`src/rtl/stream_run_ctrl_if.sv`:
```
// Stream-side handshake bundle between the run controller and the bench
// plumbing. Controller drives the valid gate and the sink ready; the
// surrounding logic reports the fires it observed on each side.
//   i_src_fire  : source valid&ready seen this cycle
//   i_snk_fire  : sink valid&ready seen this cycle
//   o_src_en    : source valid gate
//   o_snk_ready : ready presented to the DUT output
interface stream_run_ctrl_if;
    logic i_src_fire;
    logic i_snk_fire;
    logic o_src_en;
    logic o_snk_ready;

    modport master (
        input  i_src_fire,
        input  i_snk_fire,
        output o_src_en,
        output o_snk_ready
    );

    modport slave (
        output i_src_fire,
        output i_snk_fire,
        input  o_src_en,
        input  o_snk_ready
    );
endinterface

```
`src/rtl/stream_run_ctrl.sv`:
```
// Run controller: LFSR-throttled source/sink gating, beat counting,
// idle watchdog and done/timeout reporting around a DUT stream.
// Ports:
//   i_clk, i_rst_n        : clock, async active-low reset
//   i_start               : start pulse (IDLE/DONE/TIMEOUT only)
//   i_seed[15:0]          : LFSR seed (0 -> 16'hACE1), upper bits unused
//   i_src_len, i_snk_len  : beats to issue / expect
//   i_valid_duty/ready    : stall weights, blocked on d/16 of cycles
//   io_strm               : fire inputs, src_en / snk_ready outputs
//   o_busy/done/timeout   : state flags
//   o_src_count/snk_count : beat counts of current or last run
module stream_run_ctrl #(
    parameter int COUNT_W    = 16,
    parameter int IDLE_LIMIT = 100
) (
    input  logic               i_clk,
    input  logic               i_rst_n,
    input  logic               i_start,
    input  logic [31:0]        i_seed,
    input  logic [COUNT_W-1:0] i_src_len,
    input  logic [COUNT_W-1:0] i_snk_len,
    input  logic [3:0]         i_valid_duty,
    input  logic [3:0]         i_ready_duty,
    stream_run_ctrl_if.master  io_strm,
    output logic               o_busy,
    output logic               o_done,
    output logic               o_timeout,
    output logic [COUNT_W-1:0] o_src_count,
    output logic [COUNT_W-1:0] o_snk_count
);
    localparam int IDW = $clog2(IDLE_LIMIT + 1);
    localparam logic [IDW-1:0] IDLE_MAX = IDW'(IDLE_LIMIT);
    localparam logic [15:0] LFSR_INIT = 16'hACE1;
    localparam logic [15:0] LFSR_MASK = 16'hB400;

    typedef enum logic [2:0] {
        S_IDLE,
        S_SEED,
        S_RUN,
        S_DRAIN,
        S_DONE,
        S_TMO
    } state_t;

    state_t r_state;
    state_t w_state_nxt;

    logic [15:0]        r_lfsr;
    logic [15:0]        r_seed;
    logic [15:0]        w_lfsr_nxt;
    logic               r_sv;
    logic               r_sr;
    logic [COUNT_W-1:0] r_src_len;
    logic [COUNT_W-1:0] r_snk_len;
    logic [COUNT_W-1:0] r_src_cnt;
    logic [COUNT_W-1:0] r_snk_cnt;
    logic [COUNT_W-1:0] w_src_cnt_nxt;
    logic [COUNT_W-1:0] w_snk_cnt_nxt;
    logic [IDW-1:0]     r_idle;
    logic [IDW-1:0]     w_idle_nxt;
    logic               w_run;
    logic               w_active;
    logic               w_launch;
    logic               w_fire;
    logic               w_wdog;
    logic               w_src_full;
    logic               w_snk_full;
    logic               w_unused;

    assign w_unused = ^i_seed[31:16];

    assign w_run    = (r_state == S_RUN);
    assign w_active = (r_state == S_RUN) || (r_state == S_DRAIN);
    assign w_launch = i_start && ((r_state == S_IDLE) ||
                                  (r_state == S_DONE) ||
                                  (r_state == S_TMO));

    // Galois right-shift: feed the dropped LSB back through the tap mask.
    assign w_lfsr_nxt = {1'b0, r_lfsr[15:1]} ^
                        (r_lfsr[0] ? LFSR_MASK : 16'h0000);

    // Counters saturate at the latched length; extra fires are dropped.
    assign w_src_cnt_nxt = r_src_cnt + COUNT_W'(w_run &&
                           io_strm.i_src_fire && (r_src_cnt < r_src_len));
    assign w_snk_cnt_nxt = r_snk_cnt + COUNT_W'(w_active &&
                           io_strm.i_snk_fire && (r_snk_cnt < r_snk_len));

    assign w_src_full = (w_src_cnt_nxt >= r_src_len);
    assign w_snk_full = (w_snk_cnt_nxt >= r_snk_len);

    // Source fires in DRAIN are ignored entirely, watchdog included.
    assign w_fire = (w_run && io_strm.i_src_fire) ||
                    (w_active && io_strm.i_snk_fire);

    assign w_idle_nxt = w_fire ? '0 : r_idle + IDW'(1);

    // A fire this cycle always keeps the run alive, so only a fireless
    // cycle can trip the watchdog ahead of a completion.
    assign w_wdog = w_active && !w_fire && (w_idle_nxt == IDLE_MAX);

    always_ff @(posedge i_clk or negedge i_rst_n) begin
        if (!i_rst_n) begin
            r_state <= S_IDLE;
        end else begin
            r_state <= w_state_nxt;
        end
    end

    always_comb begin
        w_state_nxt = r_state;
        unique case (r_state)
            S_IDLE, S_DONE, S_TMO: begin
                if (i_start) begin
                    w_state_nxt = S_SEED;
                end
            end
            S_SEED: begin
                if ((r_src_len == '0) && (r_snk_len == '0)) begin
                    w_state_nxt = S_DONE;
                end else begin
                    w_state_nxt = S_RUN;
                end
            end
            S_RUN: begin
                if (w_wdog) begin
                    w_state_nxt = S_TMO;
                end else if (w_src_full) begin
                    w_state_nxt = w_snk_full ? S_DONE : S_DRAIN;
                end
            end
            S_DRAIN: begin
                if (w_wdog) begin
                    w_state_nxt = S_TMO;
                end else if (w_snk_full) begin
                    w_state_nxt = S_DONE;
                end
            end
            default: w_state_nxt = S_IDLE;
        endcase
    end

    always_ff @(posedge i_clk or negedge i_rst_n) begin
        if (!i_rst_n) begin
            r_lfsr    <= LFSR_INIT;
            r_seed    <= '0;
            r_sv      <= 1'b1;
            r_sr      <= 1'b1;
            r_src_len <= '0;
            r_snk_len <= '0;
            r_src_cnt <= '0;
            r_snk_cnt <= '0;
            r_idle    <= '0;
        end else begin
            if (w_launch) begin
                r_src_len <= i_src_len;
                r_snk_len <= i_snk_len;
                r_seed    <= i_seed[15:0];
                r_src_cnt <= '0;
                r_snk_cnt <= '0;
                r_idle    <= '0;
            end
            if (r_state == S_SEED) begin
                r_lfsr <= (r_seed == 16'h0000) ? LFSR_INIT : r_seed;
                r_sv   <= 1'b1;
                r_sr   <= 1'b1;
            end
            if (w_active) begin
                r_lfsr    <= w_lfsr_nxt;
                r_sv      <= (w_lfsr_nxt[3:0] < i_valid_duty);
                r_sr      <= (w_lfsr_nxt[7:4] < i_ready_duty);
                r_src_cnt <= w_src_cnt_nxt;
                r_snk_cnt <= w_snk_cnt_nxt;
                r_idle    <= w_idle_nxt;
            end
        end
    end

    always_comb begin
        o_busy      = (r_state == S_SEED) || w_active;
        o_done      = (r_state == S_DONE);
        o_timeout   = (r_state == S_TMO);
        o_src_count = r_src_cnt;
        o_snk_count = r_snk_cnt;
        io_strm.o_src_en    = w_run && !r_sv && (r_src_cnt < r_src_len);
        io_strm.o_snk_ready = w_active && !r_sr;
    end
endmodule

```
`src/flat_wrapper.sv`:
```
// flat-port wrapper written by rule: the top's interface ports become plain ports
module stream_run_ctrl_flat 
#(
    parameter int COUNT_W    = 16,
    parameter int IDLE_LIMIT = 100
)
  (i_clk, i_rst_n, i_start, i_seed, i_src_len, i_snk_len, i_valid_duty, i_ready_duty, o_busy, o_done, o_timeout, o_src_count, o_snk_count, io_strm_i_src_fire, io_strm_i_snk_fire, io_strm_o_src_en, io_strm_o_snk_ready);
  stream_run_ctrl_if io_strm_i ();
  input  logic i_clk;
  input  logic i_rst_n;
  input  logic i_start;
  input  logic [31:0] i_seed;
  input  logic [COUNT_W-1:0] i_src_len;
  input  logic [COUNT_W-1:0] i_snk_len;
  input  logic [3:0] i_valid_duty;
  input  logic [3:0] i_ready_duty;
  output logic o_busy;
  output logic o_done;
  output logic o_timeout;
  output logic [COUNT_W-1:0] o_src_count;
  output logic [COUNT_W-1:0] o_snk_count;
  input wire logic [$bits(io_strm_i.i_src_fire)-1:0] io_strm_i_src_fire;
  input wire logic [$bits(io_strm_i.i_snk_fire)-1:0] io_strm_i_snk_fire;
  output wire logic [$bits(io_strm_i.o_src_en)-1:0] io_strm_o_src_en;
  output wire logic [$bits(io_strm_i.o_snk_ready)-1:0] io_strm_o_snk_ready;
  assign io_strm_i.i_src_fire = io_strm_i_src_fire;
  assign io_strm_i.i_snk_fire = io_strm_i_snk_fire;
  assign io_strm_o_src_en = io_strm_i.o_src_en;
  assign io_strm_o_snk_ready = io_strm_i.o_snk_ready;
  stream_run_ctrl #(.COUNT_W(COUNT_W), .IDLE_LIMIT(IDLE_LIMIT)) u_core (.i_clk(i_clk), .i_rst_n(i_rst_n), .i_start(i_start), .i_seed(i_seed), .i_src_len(i_src_len), .i_snk_len(i_snk_len), .i_valid_duty(i_valid_duty), .i_ready_duty(i_ready_duty), .io_strm(io_strm_i), .o_busy(o_busy), .o_done(o_done), .o_timeout(o_timeout), .o_src_count(o_src_count), .o_snk_count(o_snk_count));
endmodule
```
`config.mk`:
```
export PLATFORM = sky130hd
export DESIGN_NAME = stream_run_ctrl_flat
export DESIGN_NICKNAME = d
export VERILOG_FILES = /design/src/rtl/stream_run_ctrl_if.sv /design/src/rtl/stream_run_ctrl.sv /design/src/flat_wrapper.sv
export SDC_FILE = /design/constraint.sdc
export NUM_CORES = 1
export LEC_CHECK = 0
export BUFFER_PORTS_ARGS = -buffer_cell sky130_fd_sc_hd__buf_2
export CAP_MARGIN = 20
export CORE_MARGIN = 5
export CORE_UTILIZATION = 43
export DETAILED_ROUTE_END_ITERATION = 6
export GPL_TIMING_DRIVEN = 0
export PLACE_DENSITY = 0.66
export SLEW_MARGIN = 20
export SYNTH_ARGS = -nofsm -noshare
export SYNTH_HDL_FRONTEND = slang
export SYNTH_SLANG_ARGS = --single-unit
```
`constraint.sdc`:
```
create_clock -name i_clk -period 4.2 [get_ports i_clk]
set_input_delay 0.84 -clock i_clk [delete_from_list [all_inputs] [get_ports i_clk]]
set_output_delay 0.84 -clock i_clk [all_outputs]
set_load 0.01 [all_outputs]
```
==> After elaboration in Yosys (flattened, before gate mapping) <==
Cells that the tools add are included.
{ "op_classes": {"div_mod_pow": 0, "n_addsub": 3, "reduce_logical": 27, "n_mul": 0, "bitwise": 1, "order_cmp": 6, "n_shift": 0, "eq_ne": 9, "mux": 21} }
{ "ops": {"columns": ["op", "n"], "rows": [
  ["$mux 16", 7],
  ["$logic_not 16->1", 3],
  ["$add 16x1->16", 2],
  ["$ge 16x16->1", 2],
  ["$lt 16x16->1", 2],
  ["$mux 3", 7],
  ["$mux 7", 3],
  ["$xor 15x16->16", 1],
  ["$pmux 3 s4", 1],
  ["$logic_and 1x1->1", 11],
  ["$lt 4x4->1", 2],
  ["$add 7x1->7 const B", 1],
  ["$eq 7x7->1 const B", 1],
  ["$eq 3x2->1 const B", 2],
  ["$eq 3x3->1 const B", 2],
  ["$logic_or 1x1->1", 5],
  ["$reduce_bool 2->1", 2],
  ["$eq 3x1->1 const B", 1],
  ["$logic_not 1->1", 3],
  ["$logic_not 3->1", 1],
  ["$mux 1", 3],
  ["$ne 3x1->1 const B", 1],
  ["$ne 3x3->1 const B", 1],
  ["$reduce_and 3->1", 1],
  ["2 further kinds", 2]
]} }
{ "word_totals": {"inputBits": 77, "ramBits": 0, "reg_bits": 108, "out_inout_bits": 37, "wordCells": 77, "memories": 0, "latch_bits": 0, "rom_bits": 0} }

==> Logic depth before layout (Yosys ltp) <==
Gate-level depths: netlist of run 1.
{ "depth": {"ltp_word": 10, "mapped_depth": 23, "ltp_nobuf": 21} }

==> Worst setup path after synthesis of run 1 <==
OpenSTA, ideal clock, no wires.
{ "synth_path": {"path_kind": "reg2reg", "from": "register u_core.r_snk_cnt[1] (netlist: u_core.o_snk_count[1])", "to": "register u_core.r_state[2]", "n_path_buf": 2, "stages_incl_launch_ff": 22, "path_slack_ns": -0.127, "setup_ns": 0.125, "arrival_time_ns": 4.202, "required_time_ns": 4.075, "synth_period_minus_slack_ns": 4.327, "path_cell_list": "dfrtp_1 -> ha_1 -> a21o_1 -> a21o_1 -> a211oi_1 -> o211ai_1 -> a21oi_1 -> ha_1 -> ha_1 -> and3_1 -> clkbuf_1 -> and3_1 -> clkbuf_1 -> nand3_1 -> xnor2_1 -> ha_1 -> a21oi_1 -> a21boi_0 -> a311oi_1 -> o211ai_1 -> o311a_1 -> mux2_2"} }
{ "synth_between": {"elab_chain_len": 8, "elab_cells_between_ends": 10, "cone_classes": "add/sub (1); order compare (2); eq/ne (1); mux (4); reduce/logical (2)"} }
{ "synth_rtl": {"columns": ["item", "line_no", "source"], "rows": [
  ["start, declared", "stream_run_ctrl.sv:56", "logic [COUNT_W-1:0] r_snk_cnt;"],
  ["start signal, assigned", "stream_run_ctrl.sv:172", "r_snk_cnt <= w_snk_cnt_nxt;"],
  ["$lt 16x16->1", "stream_run_ctrl.sv:86", "io_strm.i_snk_fire && (r_snk_cnt < r_snk_len));"],
  ["$logic_and 1x1->1", "stream_run_ctrl.sv:86", null],
  ["$add 16x1->16 *", "stream_run_ctrl.sv:85", "assign w_snk_cnt_nxt = r_snk_cnt + COUNT_W'(w_active &&"],
  ["$ge 16x16->1 *", "stream_run_ctrl.sv:89", "assign w_snk_full = (w_snk_cnt_nxt >= r_snk_len);"],
  ["$mux 3", "stream_run_ctrl.sv:128", "w_state_nxt = w_snk_full ? S_DONE : S_DRAIN;"],
  ["$mux 3", "stream_run_ctrl.sv:127", "end else if (w_src_full) begin"],
  ["$mux 3", "stream_run_ctrl.sv:125", "if (w_wdog) begin"],
  ["$pmux 3 s4", "stream_run_ctrl.sv:111", "unique case (r_state)"],
  ["end signal, assigned", "stream_run_ctrl.sv:105", "r_state <= w_state_nxt;"],
  ["end, declared", "stream_run_ctrl.sv:45", "state_t r_state;"]
]} }
Every way passes the cells marked *; elsewhere a longest branch is shown, timed or not. The select of a mux whose other input is x is not followed.
A chain may end at the register's enable or synchronous reset.

==> Worst setup path in the final report of run 1 <==
{ "layout_path": {"from": "register u_core.r_src_len[10]", "to": "register u_core.r_state[2]"} }
{ "layout_between": {"elab_chain_len": 6, "elab_cells_between_ends": 10, "cone_classes": "add/sub (1); order compare (2); eq/ne (1); mux (2); reduce/logical (4)"} }
{ "layout_rtl": {"columns": ["item", "line_no", "source"], "rows": [
  ["start, declared", "stream_run_ctrl.sv:53", "logic [COUNT_W-1:0] r_src_len;"],
  ["start signal, assigned", "stream_run_ctrl.sv:155", "r_src_len <= i_src_len;"],
  ["$lt 16x16->1", "stream_run_ctrl.sv:84", "io_strm.i_src_fire && (r_src_cnt < r_src_len));"],
  ["$logic_and 1x1->1", "stream_run_ctrl.sv:84", null],
  ["$add 16x1->16", "stream_run_ctrl.sv:83", "assign w_src_cnt_nxt = r_src_cnt + COUNT_W'(w_run &&"],
  ["$ge 16x16->1", "stream_run_ctrl.sv:88", "assign w_src_full = (w_src_cnt_nxt >= r_src_len);"],
  ["$ne 3x3->1 (no source line)", null, null],
  ["$reduce_and 3->1 (no source line)", null, null]
]} }
Several ways; a longest one is shown, not always the timed one.

==> summary.md, run 1 <==
| Metric | Value |
|---|---|
| Outcome | `complete, but fails checks` |
| Failing checks | `setup timing` |
| Fin nets | `1034` |
| Sequential Area | `2730 µm²` |
| HPWL after DPL | `13900 µm` |
| Routed length per instance | `17.4 µm` |
| CTS Sinks | `108` |
| Synth async-reset ratio | `100%` |
| Hold Path Class | `input pin to asynchronous set/reset pin` |
| Clock-pin slew on the worst setup and hold paths | `0.08 ns` |
| Peak supply drop | `0.286 mV` |
| Die X | `135 µm` |
| Post-synthesis register bit count | `108` |
| Final hold viol count | `0` |
| Post-synth EDFFs | `0` |
| Max clock buf depth | `2` |
| Most frequent cell after synthesis | `dfrtp_1` |
| Setup CP Type | `register to register` |
| Critical path launch point type | `register` |
| Residual DRC | `0` |
| Area occupied by multi-input gates | `3990 µm²` |
| Antenna violations before repair | `0` |
| Largest net degree at the start of global routing | `59` |
| Final worst slack | `-0.122 ns` |
| Routability cong. | `0.856` |
| Critical path peak fanout | `3` |
| First-pass GRT wire length | `31400 µm` |
| PD cells | `616 nW/µm²` |
| Std cell rows | `45` |
| Die span in y | `135 µm` |
| Non-Filler Instances | `1100` |
| Die ar. | `18200 µm²` |
| Setup violators final | `2` |
| Max_cap viols | `0` |
| Crit-path cells | `inv_2, ha_4, and3_1, a221o_1, a21oi_2, o21ai_2, a21oi_2, ha_2, nand4_1, buf_4, buf_4, nor3_4, and3_4, xor2_1, ha_1, nand4_1, nor2_1, and3_2, o31ai_2, mux2_4` |
| Slew HR | `42.8%` |
| I/O Pins | `114` |
| Num CTS Buffers | `9` |
| CTS H-tree lvls | `3` |
| Top_reg_cell synth | `dfrtp_1` |
| Area Growth Syn to Fin | `24.9%` |
| GRT Resource Usage Total | `21.6%` |
| Crit-path max cell delay | `0.39 ns` |
| ANT cells | `0` |
| Share of layout cells above drive strength 1 | `28.6%` |
| Total global routing overflow | `0` |
| Synthesized cell area | `6700 µm²` |
| DP Cell Count | `1050` |
| Root Buffer | `clkbuf_16` |
| Slowest cell on crit path | `dfrtp_1` |
| Core area | `15300 µm²` |
| Syn Nets | `891` |
| Distinct cells, synth | `49` |
| WP data required | `4.46 ns` |
| Initial Util | `43.9%` |
| Most area-consuming cells after synthesis | `dfrtp_1 37%, ha_1 14%, o21ai_0 6.9%, nand2_1 5.4%, dfstp_2 3.9%` |
| Max Clock Freq | `231 MHz` |
| CTS Hold Bufs | `0` |
| Power Total | `0.00515 W` |
| Final ANT Viol Nets | `0` |
| WL final | `19100 µm` |
| Drt pass-1 iters | `5` |
| Period utilization | `103%` |
| Skew final | `0.00650 ns` |
| Fillers | `1404` |
| Starting DRT DRC Count | `273` |
| Yosys warns | `0` |
| Syn Area/Cell | `9.05 µm²` |
| Cells after synthesis | `741` |
| RSZ-0062 raised after global routing | `true` |
| Area fraction of the dominant cell type after synthesis | `36.6%` |
| Worst skew pair latency | `0.37 ns` |
| Synth area leader | `dfrtp_1` |
| Post-DR vias/cell | `5.46` |
| Area post-placement | `7500 µm²` |
| Arrival time worst endpoint | `4.58 ns` |
| CP Capture Type | `register` |
| CTS tree | `yes` |
| Vias | `6001` |
| Post-synthesis sequential area ratio | `40.5%` |
| Fin crit period | `4.32 ns` |
| Port bufs | `97` |
| Post-route cell area | `8370 µm²` |
| Vias in the first global route | `6010` |
| Slew @ Worst Pin | `0.855 ns` |
| Top cells by count, synth | `98 x dfrtp_1, 97 x nand2_1, 92 x o21ai_0, 73 x ha_1, 47 x inv_1` |
| Slew Limit Fails | `0` |
| Leak | `4.02 nW` |
[logic make-up (layout without fill, tap and decap cells)]
kind of cell / count (synthesis) / after routing / share of synthesized area (%)
adders and majority gates: 73 / 73 / 13.6
DFF: 108 / 108 / 40.5
muxes: 19 / 19 / 3.19
buffers and inverters: 78 / 226 / 4.46
xor gates and xnor gates: 36 / 36 / 4.70
and+or+nand+nor: 242 / 242 / 17.4
AOI/OAI and AO/OA: 185 / 185 / 16.1
[area by class of cell]
class	count	share of cell area, %
Clock buffer	9	2.69
Sequential cell	108	32.6
Tap cell	211	3.15
Multi-Input combinational cell	555	47.7
Timing Repair Buffer	134	9.43
Clock inverter	7	0.942
Inverter	47	2.11
Buffer	29	1.38
[metal layers]
metal	GRT usage, %	vias up	share of wire [%]
li1	-	2925	-
met1	29.7	2883	46
met2	34.5	171	47
met3	4.06	22	5.0
met4	6.73	0	1.6
met5	0	-	0
[through the flow]
| stage | setup TNS, ns | hold WS [ns] | utilization, % | setup WS, ns |
|---|---|---|---|---|
| after global placement | -1.80 | 0.467 | 49.0 | -0.754 |
| after global routing | -0.754 | 0.463 | 54.9 | -0.339 |
| final | -0.122 | 0.423 | 54.9 | -0.122 |
| after CTS | -0.331 | 0.434 | 53.7 | -0.201 |
| after floorplan | 0 | 0.450 | - | 0.0169 |
| after detailed placement | -1.87 | 0.478 | 49.2 | -0.773 |
[power breakdown]
part / internal (W) / total (W) / switching [W]
clock: 0.000426 / 0.000885 / 0.000459
combinational: 0.00101 / 0.00245 / 0.00143
sequential: 0.00147 / 0.00182 / 0.000350
total: 0.00291 / 0.00515 / 0.00224
[critical path, delay by kind of cell, from the launching register on]
family / cells / cell delay (ns)
buffers and inverters: 3 / 0.42
muxes: 1 / 0.32
xor gates and xnor gates: 1 / 0.23
AOI/OAI and AO/OA: 5 / 1.01
adders and majority gates: 3 / 0.71
DFF: 1 / 0.39
and+or+nand+nor: 7 / 1.12
[worst paths after layout]
| kind | from | endpoint | cells after the start | slack, ns |
|---|---|---|---|---|
| worst min-delay path | i_rst_n | u_core.r_src_len[3] | 1 | 0.42 |
| worst min register to register | u_core.r_lfsr[10] | u_core.r_lfsr[10] | 2 | 0.49 |
| min in group i_clk | u_core.r_lfsr[10] | u_core.r_lfsr[10] | 2 | 0.49 |
| worst max-delay path | u_core.r_src_len[10] | u_core.r_state[2] | 20 | -0.12 |
| worst max register to register | u_core.r_src_len[10] | u_core.r_state[2] | 20 | -0.12 |
| max in group asynchronous | i_rst_n | u_core.r_sv | 2 | 3.07 |
[what timing repair did]
item	CTS	global route
buffers inserted	25	12
endpoints found under the setup margin	3	3
gates resized for setup	55	24
pin swaps	29	20
[layout by cell type, fill, tap and decap left out, types with 8 or more instances in the layout]
master	netlist	routed
and3_1	16	10
buf_2	5	101
nor3_1	15	13
buf_4	0	36
nand2_1	97	96
o31ai_1	11	10
a21o_1	12	12
inv_2	0	8
nand4_1	11	11
clkbuf_1	26	24
xor2_1	17	17
a21oi_1	24	18
o21ai_0	92	89
mux2_2	19	18
xnor2_1	19	16
ha_1	73	64
nand3_1	22	14
dfrtp_1	98	87
nor2_1	40	37
dfstp_2	10	10
clkbuf_16	0	9
o22ai_1	13	13
dfrtp_2	0	11
nor4_1	15	15
a31oi_1	8	8
inv_1	47	39
[sequential cells by signal, indices dropped and copies added, names as in the netlist]
name / count
u_core.o_src_count: 16
u_core.r_state: 3
u_core.r_idle: 7
u_core.o_snk_count: 16
u_core.r_snk_len: 16
u_core.r_seed: 16
u_core.r_src_len: 16
u_core.r_sr: 1
u_core.r_sv: 1
u_core.r_lfsr: 16
Note: power is estimated with default switching activity, not from simulation.
==> inputs of run 2 (changes only) <==
--- a/config.mk
+++ b/config.mk
@@ -7,7 +7,6 @@
 export LEC_CHECK = 0
 export BUFFER_PORTS_ARGS = -buffer_cell sky130_fd_sc_hd__buf_2
 export CAP_MARGIN = 20
-export CORE_MARGIN = 5
 export CORE_UTILIZATION = 43
 export DETAILED_ROUTE_END_ITERATION = 6
 export GPL_TIMING_DRIVEN = 0
==> run 2 against run 1 <==
Against the previous run:
- critical endpoint unchanged
- final area decreased by 0.73%
- highest routed layer unchanged
- clock power increased by 1%
- combinational power about the same
- the run still ends with setup timing left
==> summary.md, run 2 (synthesis results as in run 1) <==
| Metric | Value |
|---|---|
| Clock-pin slew on the worst setup and hold paths | `0.09 ns (about the same)` |
| Routability cong. | `0.873 (+2.0%)` |
| Met2 Use GR | `37.8% (+3.3 points)` |
| Max Clock Freq | `231 MHz (-0.21%)` |
| Crit-path max cell delay | `0.39 ns (about the same)` |
| Largest net degree at the start of global routing | `71 (+20%)` |
| CTS Sinks | `108 (unchanged)` |
| M3 GR Usage | `5.31% (+1.3 points)` |
| Die ar. | `16100 µm² (-12%)` |
| Critical path peak fanout | `5 (+2)` |
| Arrival time worst endpoint | `4.59 ns (about the same)` |
| Failing checks | `setup timing` |
| Worst skew pair latency | `0.37 ns (about the same)` |
| Final worst slack | `-0.131 ns (-0.00912 ns)` |
| Fillers | `1396 (-0.57%)` |
| Commonest non-fill, non-tap cell in the layout | `buf_2` |
| Fin nets | `1030 (-0.39%)` |
| CTS H-tree lvls | `3 (unchanged)` |
| Drt pass-1 iters | `5 (unchanged)` |
| Peak supply drop | `0.337 mV (+18%)` |
| RR Startpoint | `u_core.r_src_len[10]` |
| Slew HR | `51.2% (+8.4 points)` |
| Area Growth Syn to Fin | `23.9%` |
| Core area | `15200 µm² (-0.37%)` |
| CTS Hold Bufs | `0 (unchanged)` |
| Slew Limit Fails | `0 (unchanged)` |
| Max_cap viols | `0 (unchanged)` |
| Min Hold Slack | `0.375 ns (-0.0481 ns)` |
| CP Launch Point | `u_core.r_src_len[10]` |
| Period utilization | `103% (+0.22 points)` |
| Crit-path cells | `inv_2, ha_4, and3_1, a221o_1, a21oi_2, o21ai_2, a21oi_2, ha_2, ha_2, nand3_4, nor3_4, nand3_2, xnor2_2, ha_1, nand2_1, o21ai_0, nor4_1, o31ai_2, o31ai_4, mux2_2` |
| Antenna violations before repair | `0 (unchanged)` |
| WP data required | `4.46 ns (about the same)` |
| Die span in y | `127 µm (-5.9%)` |
| Power Total | `0.00515 W (about the same)` |
| Initial Util | `44.1% (+0.16 points)` |
| Commonest cells after routing, fill and taps aside | `101 x buf_2, 96 x nand2_1, 90 x o21ai_0` |
| Setup CP Type | `register to register` |
| Root Buffer | `clkbuf_16` |
| Final hold viol count | `0 (unchanged)` |
| Starting DRT DRC Count | `379 (+39%)` |
| RSZ-0062 raised after global routing | `true` |
| CP Capture Type | `register` |
| Comb power frac | `47.5% (about the same)` |
| Vias in the first global route | `5526 (-8.1%)` |
| Share of layout cells above drive strength 1 | `27.5% (-1.1 points)` |
| Switching share of power | `43.6% (+0.17 points)` |
| I/O Pins | `114 (unchanged)` |
| Max clock buf depth | `2 (unchanged)` |
| ANT cells | `0 (unchanged)` |
| Slew @ Worst Pin | `0.729 ns (-0.126 ns)` |
| Area post-placement | `7470 µm² (-0.38%)` |
| Skew final | `0.0156 ns (+0.00911 ns)` |
| Internal | `0.00290 W (-0.38%)` |
| Leak | `4.01 nW (-0.42%)` |
| Std cell rows | `45 (unchanged)` |
| Fin crit period | `4.33 ns (+0.00912 ns)` |
| Clock share of power | `17.4% (+0.2 points)` |
| Post-route cell area | `8310 µm² (-0.73%)` |
| Critical path launch point type | `register` |
| Setup violators final | `3 (+1)` |
| CTS tree | `yes` |
| Hold Path Class | `input pin to asynchronous set/reset pin` |
| Routed length per instance | `17.2 µm (-0.73%)` |
| Residual DRC | `0 (unchanged)` |
| Met1 Track Usage GR | `32.0% (+2.3 points)` |
| Port bufs | `97 (unchanged)` |
| Vias | `5958 (-0.72%)` |
| Die X | `127 µm (-5.9%)` |
| First-pass GRT wire length | `29000 µm (-7.5%)` |
| HPWL after DPL | `13400 µm (-3.7%)` |
| Dpl ws | `-0.744 ns (+0.0288 ns)` |
| Final ANT Viol Nets | `0 (unchanged)` |
| Share of power burned in registers | `35.1% (-0.3 points)` |
| PD cells | `620 nW/µm² (+0.66%)` |
| Switching power | `0.00225 W (+0.31%)` |
| Slowest cell on crit path | `dfrtp_1` |
| TNS Setup | `-0.255 ns (-0.132 ns)` |
| GRT Resource Usage Total | `23.4% (+1.8 points)` |
| WL final | `18500 µm (-3.2%)` |
| Num CTS Buffers | `9 (unchanged)` |
| Total global routing overflow | `0 (unchanged)` |
| Most crowded layer after global routing | `met2` |
| Post-DR vias/cell | `5.55 (+1.8%)` |
| Outcome | `complete, but fails checks` |
[run 2: worst max-delay path, delay by kind of cell (launching register included)]
| kind | cells | cell delay [ns] |
|---|---|---|
| compound gates | 7 | 1.17 |
| xor+xnor | 1 | 0.24 |
| fa+ha+maj | 4 | 0.94 |
| buf+inv | 1 | 0.10 |
| flops | 1 | 0.39 |
| mux | 1 | 0.35 |
| simple gates | 6 | 1.02 |
[run 2: power by group through the flow]
stage | Combinational (W) | Clock, W | Sequential [W]
finish | 0.00245 | 0.000895 | 0.00181
global route | 0.00273 | 0.000950 | 0.00186
CTS | 0.00237 | 0.000912 | 0.00179
detailed placement | 0.00224 | 0 | 0.00181
global placement | 0.00219 | 0 | 0.00181
floorplan | 0.00158 | 0 | 0.00173
[run 2: what timing repair did]
action | in CTS | in global routing
setup buffers | 22 | 10
endpoints found under the setup margin | 3 | 3
resized for setup | 44 | 28
pin swaps | 30 | 23
[run 2: per-layer routing]
layer | part of all wire [%] | vias up
li1 | - | 2924
met3 | 5.0 | 23
met5 | 0 | -
met4 | 1.7 | 0
met2 | 46 | 148
met1 | 47 | 2863
[run 2: through the flow]
stage	util, %	std cells
after floorplan	-	741
after global placement	48.9	1026
after detailed placement	49.2	1027
after CTS	53.3	1064
after global routing	54.7	1073
final	54.7	1073
[run 2: path summary, 6_finish.rpt]
check | end | slack (ns) | cells past startpoint
min in group i_clk | u_core.r_lfsr[10] | 0.50 | 2
worst min-delay path | u_core.r_src_len[15] | 0.38 | 1
worst max-delay path | u_core.r_state[2] | -0.13 | 20
worst min register to register | u_core.r_lfsr[10] | 0.50 | 2
max in group asynchronous | u_core.r_sv | 3.09 | 2
worst max register to register | u_core.r_state[2] | -0.13 | 20
[run 2: layout make-up]
cell class	count	area, µm²	area share, %
Buffer	29	115	1.39
Clock buffer	9	225	2.71
Clock inverter	7	83.8	1.01
Inverter	47	176	2.12
Multi-Input combinational cell	555	3990	48.0
Sequential cell	108	2730	32.8
Tap cell	188	235	2.83
Timing Repair Buffer	130	759	9.14
==> inputs of run 3 (changes only) <==
--- a/config.mk
+++ b/config.mk
@@ -5,12 +5,12 @@
 export SDC_FILE = /design/constraint.sdc
 export NUM_CORES = 1
 export LEC_CHECK = 0
+export ABC_AREA = 1
 export BUFFER_PORTS_ARGS = -buffer_cell sky130_fd_sc_hd__buf_2
 export CAP_MARGIN = 20
-export CORE_UTILIZATION = 43
+export CORE_UTILIZATION = 30
 export DETAILED_ROUTE_END_ITERATION = 6
 export GPL_TIMING_DRIVEN = 0
-export PLACE_DENSITY = 0.66
 export SLEW_MARGIN = 20
 export SYNTH_ARGS = -nofsm -noshare
 export SYNTH_HDL_FRONTEND = slang
==> run 3 against run 2 <==
Against the previous run:
- the flow finishes with violations (DRC)
- largest power group unchanged
- clock skew fell by 0.0065 ns
- final cell count rose by 20%
- global-route usage shrank 6.8 points
- area after synthesis up 2.9%
- non-clock buffer count shrank 23
==> summary.md, run 3 <==
| Metric | Value |
|---|---|
| Num CTS Buffers | `9 (unchanged)` |
| Max_cap viols | `0 (unchanged)` |
| Fin nets | `1149 (+12%)` |
| Die X | `154 µm (+21%)` |
| ANT cells | `0 (unchanged)` |
| Fillers | `2353 (+69%)` |
| RSZ-0062 raised after global routing | `true` |
| Starting DRT DRC Count | `336 (-11%)` |
| Die span in y | `154 µm (+21%)` |
| Worst skew pair latency | `0.36 ns (about the same)` |
| Slew Limit Fails | `0 (unchanged)` |
| Die ar. | `23600 µm² (+47%)` |
| Slew @ Worst Pin | `0.792 ns (+0.0634 ns)` |
| Peak supply drop | `0.211 mV (-37%)` |
| Setup CP Type | `register to register` |
| HPWL after DPL | `14600 µm (+9.0%)` |
| TNS Setup | `0 ns (+0.255 ns)` |
| Max Clock Freq | `243 MHz (+5.1%)` |
| Worst r2r dst | `u_core.r_state[2]` |
| Post-synth EDFFs | `0 (unchanged)` |
| Share of layout cells above drive strength 1 | `22.1% (-5.3 points)` |
| Failing checks | `DRC` |
| Final hold viol count | `0 (unchanged)` |
| PD cells | `611 nW/µm² (-1.5%)` |
| CTS Sinks | `108 (unchanged)` |
| WL final | `18900 µm (+2.2%)` |
| Min Hold Slack | `0.371 ns (-0.00433 ns)` |
| Post-synthesis sequential area ratio | `39.3% (-1.2 points)` |
| Arrival time worst endpoint | `4.43 ns (-0.16 ns)` |
| R2r worst-path depth | `27 (+35%)` |
| Critical path launch point type | `register` |
| Crit-path max cell delay | `0.46 ns (+0.07 ns)` |
| Commonest non-fill, non-tap cell in the layout | `nand2_1` |
| Setup violators final | `0 (-3)` |
| WP data required | `4.51 ns (+0.05 ns)` |
| Post-layout util | `36.9% (-18 points)` |
| Vias | `6106 (+2.5%)` |
| CP Capture Type | `register` |
| Slowest cell on crit path | `dfrtp_2` |
| Met2 Wirelength | `8920 µm (+4.4%)` |
| CTS H-tree lvls | `3 (unchanged)` |
| Clock-pin slew on the worst setup and hold paths | `0.08 ns (about the same)` |
| Slew HR | `47.2% (-4.0 points)` |
| Routed wl met3 | `797 µm (-13%)` |
| M1 WL | `8990 µm (+3.1%)` |
| Routed length per instance | `14.7 µm (-15%)` |
| Post-synthesis register bit count | `108 (unchanged)` |
| Most area-consuming cells after synthesis | `dfrtp_1 36%, ha_1 13%, nand2_1 8.2%, inv_1 8.1%, a21oi_1 6.6%` |
| Core area | `22600 µm² (+48%)` |
| Fin crit period | `4.12 ns (-0.209 ns)` |
| Std cell rows | `55 (+22%)` |
| Drt pass-1 iters | `7 (+2)` |
| Post-route cell area | `8330 µm² (+0.27%)` |
| GRT Resource Usage Total | `16.6% (-6.8 points)` |
| Max clock buf depth | `2 (unchanged)` |
| Final ANT Viol Nets | `0 (unchanged)` |
| RR Startpoint | `u_core.o_snk_count[15]` |
| Area Growth Syn to Fin | `20.7%` |
| Skew final | `0.00910 ns (-0.00652 ns)` |
| Switching power | `0.00231 W (+2.8%)` |
| Syn Area/Cell | `7.90 µm² (-13%)` |
| Routability cong. | `0.836 (-4.3%)` |
| Synth area leader | `dfrtp_1` |
| Vias in the first global route | `6003 (+8.6%)` |
| Non-Filler Instances | `1289 (+20%)` |
| Clock share of power | `16.7% (-0.7 points)` |
| Reg2reg setup slack | `0.08 ns (+0.21 ns)` |
| Comb power frac | `48.7% (+1.2 points)` |
| Port bufs | `97 (unchanged)` |
| Yosys warns | `0 (unchanged)` |
| Top_reg_cell synth | `dfrtp_1` |
| Largest net degree at the start of global routing | `74 (+4.2%)` |
| Initial Util | `30.6% (-14 points)` |
| I/O Pins | `114 (unchanged)` |
| Area post-placement | `7780 µm² (+4.0%)` |
| Period utilization | `98.2% (-5.0 points)` |
| Top cells by count, synth | `150 x nand2_1, 148 x inv_1, 98 x dfrtp_1, 91 x a21oi_1, 87 x nor2_1` |
| Share of power burned in registers | `34.5% (-0.6 points)` |
| Root Buffer | `clkbuf_16` |
| Syn Nets | `1024 (+15%)` |
| Synthesized cell area | `6900 µm² (+2.9%)` |
| Synth async-reset ratio | `100% (unchanged)` |
| Cells after synthesis | `874 (+18%)` |
| Total global routing overflow | `0 (unchanged)` |
| Critical path peak fanout | `5 (unchanged)` |
| Max layer used | `met4` |
| Most frequent cell after synthesis | `nand2_1` |
| DP Cell Count | `1257 (+22%)` |
| CTS tree | `yes` |
| Residual DRC | `2 (+2)` |
| Switching share of power | `45.4% (+1.8 points)` |
| Internal | `0.00278 W (-4.3%)` |
| Antenna violations before repair | `0 (unchanged)` |
| Outcome | `complete, but fails checks` |
| Hold Path Class | `input pin to asynchronous set/reset pin` |
| Post-DR vias/cell | `4.74 (-15%)` |
| Leak | `4.45 nW (+11%)` |
| First-pass GRT wire length | `30700 µm (+5.7%)` |
| Area fraction of the dominant cell type after synthesis | `35.5% (-1.0 points)` |
| Distinct cells, synth | `38 (-22%)` |
| Commonest cells after routing, fill and taps aside | `145 x nand2_1, 140 x inv_1, 112 x buf_2` |
run 3: how the worst max path moves through the flow:
stage	start	slack, ns	to	cells past startpoint
3_3_place_gp	u_core.r_snk_len[15]	-0.14	u_core.r_state[2]	28
5_1_grt	u_core.r_snk_len[6]	-0.24	u_core.r_state[0]	30
4_1_cts	u_core.o_snk_count[5]	0.003	u_core.r_state[2]	27
3_5_place_dp	u_core.r_snk_len[7]	-0.19	u_core.r_state[2]	28
6_report	u_core.o_snk_count[15]	0.08	u_core.r_state[2]	27
2_1_floorplan	u_core.o_snk_count[1]	0.56	u_core.r_state[2]	29
run 3: stage by stage:
step                      power, W  setup WS (ns)
after floorplan            0.00334          0.558
after global placement     0.00403         -0.137
after detailed placement   0.00409         -0.195
after CTS                  0.00498        0.00277
after global routing       0.00557         -0.244
final                      0.00509         0.0775
run 3: kinds of logic (layout without fill, tap and decap cells):
logic type	after synthesis	in the layout	synth area share [%]
flops	108	108	39.3
compound gates	171	171	13.6
buf+inv	175	305	9.86
mux	3	3	0.490
fa+ha+maj	73	73	13.2
xor+xnor	23	23	3.03
simple gates	321	321	20.4
run 3: power groups by stage:
stage | clock network [W] | logic [W] | registers [W]
after CTS | 0.000874 | 0.00236 | 0.00175
after floorplan | 0 | 0.00163 | 0.00171
after global placement | 0 | 0.00227 | 0.00176
final | 0.000852 | 0.00248 | 0.00176
after global routing | 0.000916 | 0.00286 | 0.00180
after detailed placement | 0 | 0.00233 | 0.00177
run 3: worst max-delay path: cells and delay by family (launching register included):
kind                     cells  cell delay, ns
AND/OR/NAND/NOR             17            1.77
flip-flops                   1            0.46
adder cells (fa/ha/maj)      4            1.00
XOR/XNOR                     1            0.16
AO/OA/AOI/OAI                5            0.69
run 3: timing repair:
item | in CTS | in global routing
pin swaps | 1 | 22
hold endpoints to repair | 0 | 0
cloned | 0 | 0
hold buffers | 0 | 0
setup endpoints to repair | 3 | 3
resized for setup | 7 | 36
buffers inserted | 3 | 13
run 3: cell type report:
type / count / area, µm² / area share (%)
Tap cell: 285 / 357 / 4.28
Inverter: 153 / 574 / 6.89
Timing Repair Buffer: 114 / 639 / 7.67
Multi-Input combinational cell: 591 / 3650 / 43.8
Buffer: 22 / 106 / 1.28
Sequential cell: 108 / 2720 / 32.6
Clock inverter: 7 / 63.8 / 0.766
Clock buffer: 9 / 225 / 2.70
run 3: layer usage:
metal	global-route usage (%)	vias to the layer above
met5	0	-
met4	2.90	0
met3	3.47	11
met2	27.7	127
met1	22.2	2865
li1	-	3103
